## src/rtl/bitmap_bbox_scan_if.sv

```systemverilog
// Start/busy/done handshake and result bus between the symbol-extraction
// buffer (master) and the bounding-box scanner (slave).
interface bitmap_bbox_scan_if #(
    parameter int COLS = 24,
    parameter int ROWS = 64
);
    localparam int CW = $clog2(COLS + 1);
    localparam int RW = $clog2(ROWS + 1);

    logic                 wren;
    logic [ROWS*COLS-1:0] bitmap;
    logic                 busy;
    logic                 done;
    logic [CW-1:0]        left_margin;
    logic [CW-1:0]        right_margin;
    logic [RW-1:0]        top_margin;
    logic [RW-1:0]        bottom_margin;
    logic                 empty;

    modport master (
        output wren, bitmap,
        input  busy, done, left_margin, right_margin, top_margin, bottom_margin, empty
    );

    modport slave (
        input  wren, bitmap,
        output busy, done, left_margin, right_margin, top_margin, bottom_margin, empty
    );
endinterface

```

## src/rtl/bitmap_bbox_scan.sv

```systemverilog
// Captures a COLS x ROWS symbol bitmap and scans it ROWS_PER_CYC rows per
// cycle to find the four empty margins used for glyph alignment.
//
// state  | meaning
// IDLE   | waiting for wren; results from the last scan held on the outputs
// SCAN   | consuming ROWS_PER_CYC rows of the shadow image per edge
// FINISH | registering margins/empty, pulsing done
module bitmap_bbox_scan #(
    parameter int COLS         = 24,
    parameter int ROWS         = 64,
    parameter int ROWS_PER_CYC = 1
) (
    input  logic              clk,
    input  logic              rst_n,
    bitmap_bbox_scan_if.slave bus
);
    localparam int CW = $clog2(COLS + 1);
    localparam int RW = $clog2(ROWS + 1);
    localparam int N  = ROWS / ROWS_PER_CYC;

    typedef enum logic [1:0] {IDLE, SCAN, FINISH} state_t;

    state_t               state;
    logic [ROWS*COLS-1:0] shadow;
    logic [COLS-1:0]      col_acc;
    logic                 found;
    logic [RW-1:0]        first_row;
    logic [RW-1:0]        last_row;
    logic [RW-1:0]        row_idx;
    logic [RW-1:0]        scan_cnt;

    logic                 busy_q;
    logic                 done_q;
    logic                 empty_q;
    logic [CW-1:0]        left_q;
    logic [CW-1:0]        right_q;
    logic [RW-1:0]        top_q;
    logic [RW-1:0]        bottom_q;

    logic [COLS-1:0]      blk_or;
    logic                 blk_any;
    logic [RW-1:0]        blk_first;
    logic [RW-1:0]        blk_last;
    logic [CW-1:0]        lz;
    logic [CW-1:0]        tz;

    // The shadow image shifts up each scan edge, so the current block is always its top rows.
    always_comb begin
        blk_or    = '0;
        blk_any   = 1'b0;
        blk_first = '0;
        blk_last  = '0;
        for (int k = 0; k < ROWS_PER_CYC; k++) begin
            blk_or = blk_or | shadow[(ROWS-k)*COLS-1 -: COLS];
            if (|shadow[(ROWS-k)*COLS-1 -: COLS]) begin
                if (!blk_any) begin
                    blk_first = row_idx + RW'(k);
                end
                blk_any  = 1'b1;
                blk_last = row_idx + RW'(k);
            end
        end
    end

    // Column c lives at bit COLS-1-c: leading zeros give the left margin.
    always_comb begin
        lz = CW'(COLS);
        tz = CW'(COLS);
        for (int i = 0; i < COLS; i++) begin
            if (col_acc[i]) lz = CW'(COLS - 1 - i);
        end
        for (int i = COLS - 1; i >= 0; i--) begin
            if (col_acc[i]) tz = CW'(i);
        end
    end

    always_ff @(posedge clk or negedge rst_n) begin
        if (!rst_n) begin
            state     <= IDLE;
            shadow    <= '0;
            col_acc   <= '0;
            found     <= 1'b0;
            first_row <= '0;
            last_row  <= '0;
            row_idx   <= '0;
            scan_cnt  <= '0;
            busy_q    <= 1'b0;
            done_q    <= 1'b0;
            empty_q   <= 1'b0;
            left_q    <= '0;
            right_q   <= '0;
            top_q     <= '0;
            bottom_q  <= '0;
        end else begin
            done_q <= 1'b0;
            case (state)
                IDLE: begin
                    if (bus.wren) begin
                        shadow    <= bus.bitmap;
                        col_acc   <= '0;
                        found     <= 1'b0;
                        first_row <= '0;
                        last_row  <= '0;
                        row_idx   <= '0;
                        scan_cnt  <= RW'(N - 1);
                        busy_q    <= 1'b1;
                        state     <= SCAN;
                    end
                end
                SCAN: begin
                    shadow  <= shadow << (ROWS_PER_CYC * COLS);
                    col_acc <= col_acc | blk_or;
                    if (blk_any) begin
                        if (!found) first_row <= blk_first;
                        found    <= 1'b1;
                        last_row <= blk_last;
                    end
                    row_idx <= row_idx + RW'(ROWS_PER_CYC);
                    if (scan_cnt == '0) begin
                        state <= FINISH;
                    end else begin
                        scan_cnt <= scan_cnt - RW'(1);
                    end
                end
                FINISH: begin
                    if (found) begin
                        left_q   <= lz;
                        right_q  <= tz;
                        top_q    <= first_row;
                        bottom_q <= RW'(ROWS - 1) - last_row;
                        empty_q  <= 1'b0;
                    end else begin
                        left_q   <= CW'(COLS);
                        right_q  <= CW'(COLS);
                        top_q    <= RW'(ROWS);
                        bottom_q <= RW'(ROWS);
                        empty_q  <= 1'b1;
                    end
                    done_q <= 1'b1;
                    busy_q <= 1'b0;
                    state  <= IDLE;
                end
                default: state <= IDLE;
            endcase
        end
    end

    assign bus.busy          = busy_q;
    assign bus.done          = done_q;
    assign bus.empty         = empty_q;
    assign bus.left_margin   = left_q;
    assign bus.right_margin  = right_q;
    assign bus.top_margin    = top_q;
    assign bus.bottom_margin = bottom_q;
endmodule
```

## src/flat_wrapper.sv

```systemverilog
// flat-port wrapper written by rule: the top's interface ports become plain ports
module bitmap_bbox_scan_flat 
#(
    parameter int COLS         = 24,
    parameter int ROWS         = 64,
    parameter int ROWS_PER_CYC = 1
)
  (clk, rst_n, bus_wren, bus_bitmap, bus_busy, bus_done, bus_left_margin, bus_right_margin, bus_top_margin, bus_bottom_margin, bus_empty);
  bitmap_bbox_scan_if #(.COLS(COLS), .ROWS(ROWS)) bus_i ();
  input  logic clk;
  input  logic rst_n;
  input wire logic [$bits(bus_i.wren)-1:0] bus_wren;
  input wire logic [$bits(bus_i.bitmap)-1:0] bus_bitmap;
  output wire logic [$bits(bus_i.busy)-1:0] bus_busy;
  output wire logic [$bits(bus_i.done)-1:0] bus_done;
  output wire logic [$bits(bus_i.left_margin)-1:0] bus_left_margin;
  output wire logic [$bits(bus_i.right_margin)-1:0] bus_right_margin;
  output wire logic [$bits(bus_i.top_margin)-1:0] bus_top_margin;
  output wire logic [$bits(bus_i.bottom_margin)-1:0] bus_bottom_margin;
  output wire logic [$bits(bus_i.empty)-1:0] bus_empty;
  assign bus_i.wren = bus_wren;
  assign bus_i.bitmap = bus_bitmap;
  assign bus_busy = bus_i.busy;
  assign bus_done = bus_i.done;
  assign bus_left_margin = bus_i.left_margin;
  assign bus_right_margin = bus_i.right_margin;
  assign bus_top_margin = bus_i.top_margin;
  assign bus_bottom_margin = bus_i.bottom_margin;
  assign bus_empty = bus_i.empty;
  bitmap_bbox_scan #(.COLS(COLS), .ROWS(ROWS), .ROWS_PER_CYC(ROWS_PER_CYC)) u_core (.clk(clk), .rst_n(rst_n), .bus(bus_i));
endmodule
```

## config.mk

```make
export PLATFORM = sky130hd
export DESIGN_NAME = bitmap_bbox_scan_flat
export DESIGN_NICKNAME = d
export VERILOG_FILES = /design/src/rtl/bitmap_bbox_scan_if.sv /design/src/rtl/bitmap_bbox_scan.sv /design/src/flat_wrapper.sv
export SDC_FILE = /design/constraint.sdc
export NUM_CORES = 2
export LEC_CHECK = 0
export CAP_MARGIN = 20
export CORE_AREA = 4 4 606 608
export CTS_CLUSTER_SIZE = 8
export DETAILED_ROUTE_END_ITERATION = 10
export DIE_AREA = 0 0 610 612
export GPL_TIMING_DRIVEN = 0
export SYNTH_ARGS = -nofsm -noshare
export SYNTH_HDL_FRONTEND = slang
export SYNTH_SLANG_ARGS = --single-unit
```

## constraint.sdc

```tcl
create_clock -name clk -period 2.6 [get_ports clk]
set_input_delay 0.52 -clock clk [delete_from_list [all_inputs] [get_ports clk]]
set_output_delay 0.52 -clock clk [all_outputs]
set_load 0.03 [all_outputs]
```

Yosys cells after proc, flatten, opt, wreduce, memory -nomap -nowiden
Index checks and enable logic that the tools add are counted.
- magnitude comparators: 0
- equality and inequality tests: 7
- bitwise logic cells: 1
- multiply operators: 0
- reduce and logical (&&, ||, !) cells: 11
- shifts and indexed selects: 0
- $add $sub $neg: 3
- divide/modulo/power cells: 0
- muxes and demuxes: 78
- operators by type and width (operator ; count):
    1536-bit one-hot mux with 2 select lines ; 1
    1536-bit 2-to-1 mux ; 1
    5-bit 2-to-1 mux ; 34
    4-bit 2-to-1 mux ; 16
    7-bit 2-to-1 mux ; 9
    7-bit one-hot mux with 2 select lines ; 4
    24-bit one-hot mux with 2 select lines ; 1
    24-bit 2-to-1 mux ; 1
    24-bit bitwise OR ; 1
    24-bit OR reduction ; 1
    7-bit by 1-bit adder with 7-bit output (second input constant) ; 1
    7-bit zero test ; 1
    6-bit by 7-bit subtractor with 7-bit output (first input constant) ; 1
    7-bit by 1-bit subtractor with 7-bit output (second input constant) ; 1
    1-bit 2-to-1 mux ; 6
    2-bit != test (second input constant) ; 3
    2-bit AND reduction ; 3
    3-bit AND reduction ; 2
    2-bit 2-to-1 mux ; 2
    2-bit by 1-bit != test with 1-bit output (second input constant) ; 2
    1-bit one-hot mux with 2 select lines ; 2
    2-bit one-hot mux with 2 select lines ; 1
    4-bit AND reduction ; 1
    2-bit nonzero test ; 2
    other kinds (3) ; 3
- output and inout port bits: 27
- bits in latches: 0
- memory bits (writable): 0
- word-level logic and storage cells: 115
- flip-flop bits (word level): 1618
- input port bits: 1539
- bits in read-only memories: 0
- memories kept: 0

Logic depth before layout (Yosys ltp)
- depth in word-level cells: 25
- mapped depth: 8
- mapped depth without buffers: 6

Worst setup path before layout
Ideal clock, no wire load.
- path type: register -> register
- start point: reg u_core.state[1]
- end point: reg u_core.row_idx[4]
- stages on the path, launching flop included: 9
- data required time: 2.471 ns
- clock period less this slack: 1.497 ns
- buffers on the path: 4
- setup time: 0.129 ns
- path slack: 1.103 ns
- data arrival time: 1.367 ns
- cells stage by stage: dfrtp_1 > buf_2 > buf_6 > buf_6 > nor2b_2 > buf_4 > nand2_1 > o211ai_1 > o31ai_1
- cells in the longest elaborated chain, start to end: 3
- elaborated cells on any way between the ends: 6
- those cells by class: eq/ne: 2; mux: 1; reduce/logical: 3
- ends and longest elaborated chain (element ; line ; text):
    from (decl) ; bitmap_bbox_scan.sv:23 ; state_t state;
    from (signal assigned) ; bitmap_bbox_scan.sv:79 ; state <= IDLE;
    from (signal assigned) ; bitmap_bbox_scan.sv:107 ; state <= SCAN;
    from (signal assigned) ; bitmap_bbox_scan.sv:120 ; state <= FINISH;
    2-bit by 1-bit == test with 1-bit output / 2-bit zero test (equally long branches) ; bitmap_bbox_scan.sv:96 ; case (state)
    2-bit nonzero test (no line) / 2-bit != test (equally long branches) ; -- ;
    2-bit AND reduction (no line) ; -- ;
    to (signal assigned) ; bitmap_bbox_scan.sv:118 ; row_idx <= row_idx + RW'(ROWS_PER_CYC);
    to (decl) ; bitmap_bbox_scan.sv:29 ; logic [RW-1:0] row_idx;
Several ways; a longest one is shown, not always the timed one.
A chain may end at the register's enable or synchronous reset.

Worst setup path in the final report
- start point: reg u_core.state[0]
- end point: reg u_core.shadow[1044]
- cells in the longest elaborated chain, start to end: 3
- elaborated cells on any way between the ends: 6
- those cells by class: eq/ne: 2; mux: 1; reduce/logical: 3
- ends and longest elaborated chain (element ; line ; text):
    2-bit by 1-bit == test with 1-bit output / 2-bit zero test (equally long branches) ; bitmap_bbox_scan.sv:96 ;
    2-bit nonzero test (no line) / 2-bit != test (equally long branches) ; -- ;
    2-bit AND reduction (no line) ; -- ;
    to (signal assigned) ; bitmap_bbox_scan.sv:99 ; shadow <= bus.bitmap;
    to (signal assigned) ; bitmap_bbox_scan.sv:111 ; shadow <= shadow << (ROWS_PER_CYC * COLS);
    to (decl) ; bitmap_bbox_scan.sv:24 ; logic [ROWS*COLS-1:0] shadow;
Several ways; a longest one is shown, not always the timed one.

==> summary.txt <==
Port Buffers = 1565
maxcap violations = 0
Reg2Reg Depth = 7
CTS buffer count = 230
max-slew violations = 0
largest family of logic cells by synthesized area = simple AND/OR/NAND/NOR gates
vias = 76100
Placeable Area = 362000 um^2
Met3 Wirelength = 31.8 mm
Area Overhead vs Synth = 36.4%
sw frac = 34.0%
Worst path slowest cell = buf_8
final global-route overflow total = 0
Final WS setup = 0.0164 ns
worst slew pin tran = 0.958 ns
antenna violations before repair = 247
final setup fails = 0
critical path fanouts, max = 12
Met1 Routed Length = 172 mm
Fin. Hold Viols = 201
pre-CTS setup slack = -1.77 ns
post-CTS setup repair buffer count = 0
Critical Path Max Stage Delay = 0.38 ns
Yosys Warn Count = 0
cts hold-fix bufs = 4
syn avg cell area = 9.02 um^2
worst vdd ir = 596 uV
Cell Pwr Density = 835 nW/um^2
Comb pwr share = 24.0%
Critical Path RT = 3.37 ns
mux share of post-synthesis cell area = 0.0251%
routability-driven placement congestion ratio = 0.962
Post-route DRC = 0
failing checks = hold timing
Top delay family on crit path = buffers and inverters
Post-Synth XOR/XNOR Area = 0.0439%
CP arrival = 3.36 ns
Cell Area, Placed = 102000 um^2
R2R Path Start = u_core.state[0]$_DFFE_PN0P_
Initial Util = 22.1%
io pins = 1566
DRT Pass-1 Iters = 6
sequential area share after synthesis = 50.7%
most used cell, CP = buf_2
Setup crit end kind = flop
post-synthesis net count = 10400
Post-DP HPWL = 347 mm
WP buf/inv = 5
post-route cell area = 109000 um^2
Root Buffer = clkbuf_16
post-synthesis cell type count = 54
post-DR vias/cell = 4.87
Top Layer Used = met5
synthesis-stage register bit count = 1618
DR WL/cell = 27.3 um
standard-cell rows = 221
Tot Pwr = 91.0 mW
post-synthesis adder-cell area fraction = 0.0470%
Worst slew margin = 36.1%
leading area contributor after synthesis = dfrtp_1
Clk pwr share = 30.6%
clk slew on worst S/H paths = 0.05 ns
sequential share of power = 45.4%
Clock H-tree levels = 4
status = finished, violations left
Max Clk Rate = 387 MHz
final worst path period need = 2.58 ns
Leak = 51.2 nW
Die Wd = 610 um
area of the mapped netlist = 79800 um^2
Tot GR Track Use = 21.7%
Setup CP Type = flop to flop
ANT nets after route = 0
min-delay worst type = input port to asynchronous set/reset pin
met2 wire len = 197 mm
clk sinks = 1618
P_sw = 31.0 mW
largest net degree at the start of global routing = 160
top cell type's share of synthesized area = 50.7%
cell-internal power = 60.0 mW
Post-layout nets = 12200
worst hold slack = -0.260 ns
top cells by area, synth = dfrtp_1, and3b_1, a21oi_1
flop2flop setup slack = 0.02 ns
Final Cycle Share = 99.4%
clock skew = 0.0614 ns
WL final = 427 mm
reg2reg end = u_core.shadow[1044]$_DFFE_PN0P_
Worst-Skew Late Latency = 0.88 ns
Die Y = 612 um
Die Area = 373000 um^2
worst path cell trace = buf_2 > buf_6 > buf_8 > buf_2 > buf_2 > a21oi_1 > o21ai_0
crit start category = flop
post-synthesis compound-gate area fraction = 19.8%
critical path launch point = u_core.state[0]$_DFFE_PN0P_
Setup TNS Final = 0 ns
CTS tree = done
share of cells above drive strength 1 = 5.91%
clk buf depth = 4
first-pass GRT wire length = 579 mm
Synth Instances = 8852
Synth Area in Simple Gates = 24.7%
vias in the first global route = 75700
DRT iter0 DRCs = 7125
-- through the flow --
step	cells	utilization, %
3_3_place_gp	15200	28.1
4_1_cts	15500	30.0
3_5_place_dp	15200	28.2
2_1_floorplan	8852	-
6_report	15600	30.1
5_1_grt	15600	30.1
-- cells in the mapped netlist, drive strengths merged --
cell and count:
a41oi 1, a21o 1, nand3 21, mux2i 2, a311oi 1, o22a 2, a21oi 1511, o311a 1
xor2 2, xnor2 2, and4 1, nor2b 3, and2b 1, nor4 12, o21ai 1484, dfrtp 1618
or4 2, nand2b 3, clkbuf 546, nor3 11, or3 1, buf 315, o211ai 9, o21a 3
ha 3, a32o 1, nand2 1613, and2 1, o31a 1, and3b 1467, o311ai 2, and3 3
nor2 95, o221ai 2, a221o 1, nand4 2, nand3b 6, a31oi 50, o21bai 1, a211oi 1
inv 13, a22o 32, o31ai 2, nor4b 3
-- routing by layer --
metal,vias to the layer above,global-route usage (%)
li1,34700,-
met1,37200,27.0
met2,3210,34.5
met3,871,5.09
met4,110,12.5
met5,-,0
-- how the worst max path moves through the flow --
stage                                                  to  slack [ns]  cells past startpoint
final                     u_core.shadow[1044]$_DFFE_PN0P_        0.02                      7
after global routing       u_core.shadow[421]$_DFFE_PN0P_     -0.0007                      8
after CTS                  u_core.shadow[931]$_DFFE_PN0P_       0.001                      7
after detailed placement   u_core.shadow[756]$_DFFE_PN0P_       -1.77                      6
after global placement     u_core.shadow[735]$_DFFE_PN0P_      -77.10                      1
after floorplan             u_core.row_idx[4]$_DFFE_PN0P_        1.10                      8
-- state kept, by name (all words and copies together), names as in the netlist --
| name | count |
|---|---|
| u_core.state | 2 |
| u_core.first_row | 7 |
| u_core.found | 1 |
| u_core.bus.bottom_margin | 7 |
| u_core.scan_cnt | 7 |
| u_core.col_acc | 24 |
| u_core.bus.done | 1 |
| u_core.bus.empty | 1 |
| u_core.bus.left_margin | 5 |
| u_core.last_row | 7 |
| u_core.row_idx | 7 |
| u_core.bus.busy | 1 |
| u_core.bus.top_margin | 7 |
| u_core.bus.right_margin | 5 |
| u_core.shadow | 1536 |
-- kinds of logic (layout without fill, tap and decap cells) --
group / count (synthesis) / in the layout
and+or+nand+nor: 3245 / 3245
DFF: 1618 / 1618
other: 0 / 130
buffers and inverters: 874 / 2725
AOI/OAI and AO/OA: 3106 / 3106
adders and majority gates: 3 / 3
muxes: 2 / 2
xor gates and xnor gates: 4 / 4
-- layout make-up --
cell class | count | area, um^2
diodes | 130 | 325
clock inverters | 20 | 415
repair buffers | 1590 | 16300
plain buffers | 860 | 3730
fillers | 38600 | 253000
multi-input cells | 6360 | 35700
flip-flops and latches | 1618 | 40500
clock buffers | 242 | 5870
well taps | 4794 | 6000
inverters | 13 | 51.3
-- power groups by stage --
stage,logic [mW],clock network [mW],registers [mW]
6_report,21.9,27.8,41.3
5_1_grt,24.1,29.3,42.1
4_1_cts,21.9,28.4,41.1
3_5_place_dp,21.7,0,41.4
3_3_place_gp,20.8,0,41.7
2_1_floorplan,12.7,0,38.1
-- worst reg2reg max path: cells and delay by family, from the launching register on --
| family | cells | cell delay (ns) |
|---|---|---|
| AO/OA/AOI/OAI | 2 | 0.54 |
| buffers and inverters | 5 | 1.62 |
| flip-flops | 1 | 0.31 |
-- repair_timing --
action                                 in CTS  in global routing
setup endpoints to repair                1932                510
gates resized for setup                    78                 27
endpoints found under the hold margin     131                222
cloned                                      4                  3
-- placed cells by master, fill, tap and decap left out, drive strengths merged, types with 4 or more instances in the layout --
cell	count
and3b	1467
inv	16
clkdlybuf4s50	1537
bufinv	4
diode	130
nand3	21
dlygate4sd2	25
nand3b	6
o211ai	9
bufbuf	4
a21oi	1511
clkinv	11
o21ai	1484
nor2	95
a31oi	50
buf	331
nor3	11
dfrtp	1618
nor4	12
nand2	1613
a22o	32
clkbuf	792
No activity file was read; power rests on OpenSTA's default activity.
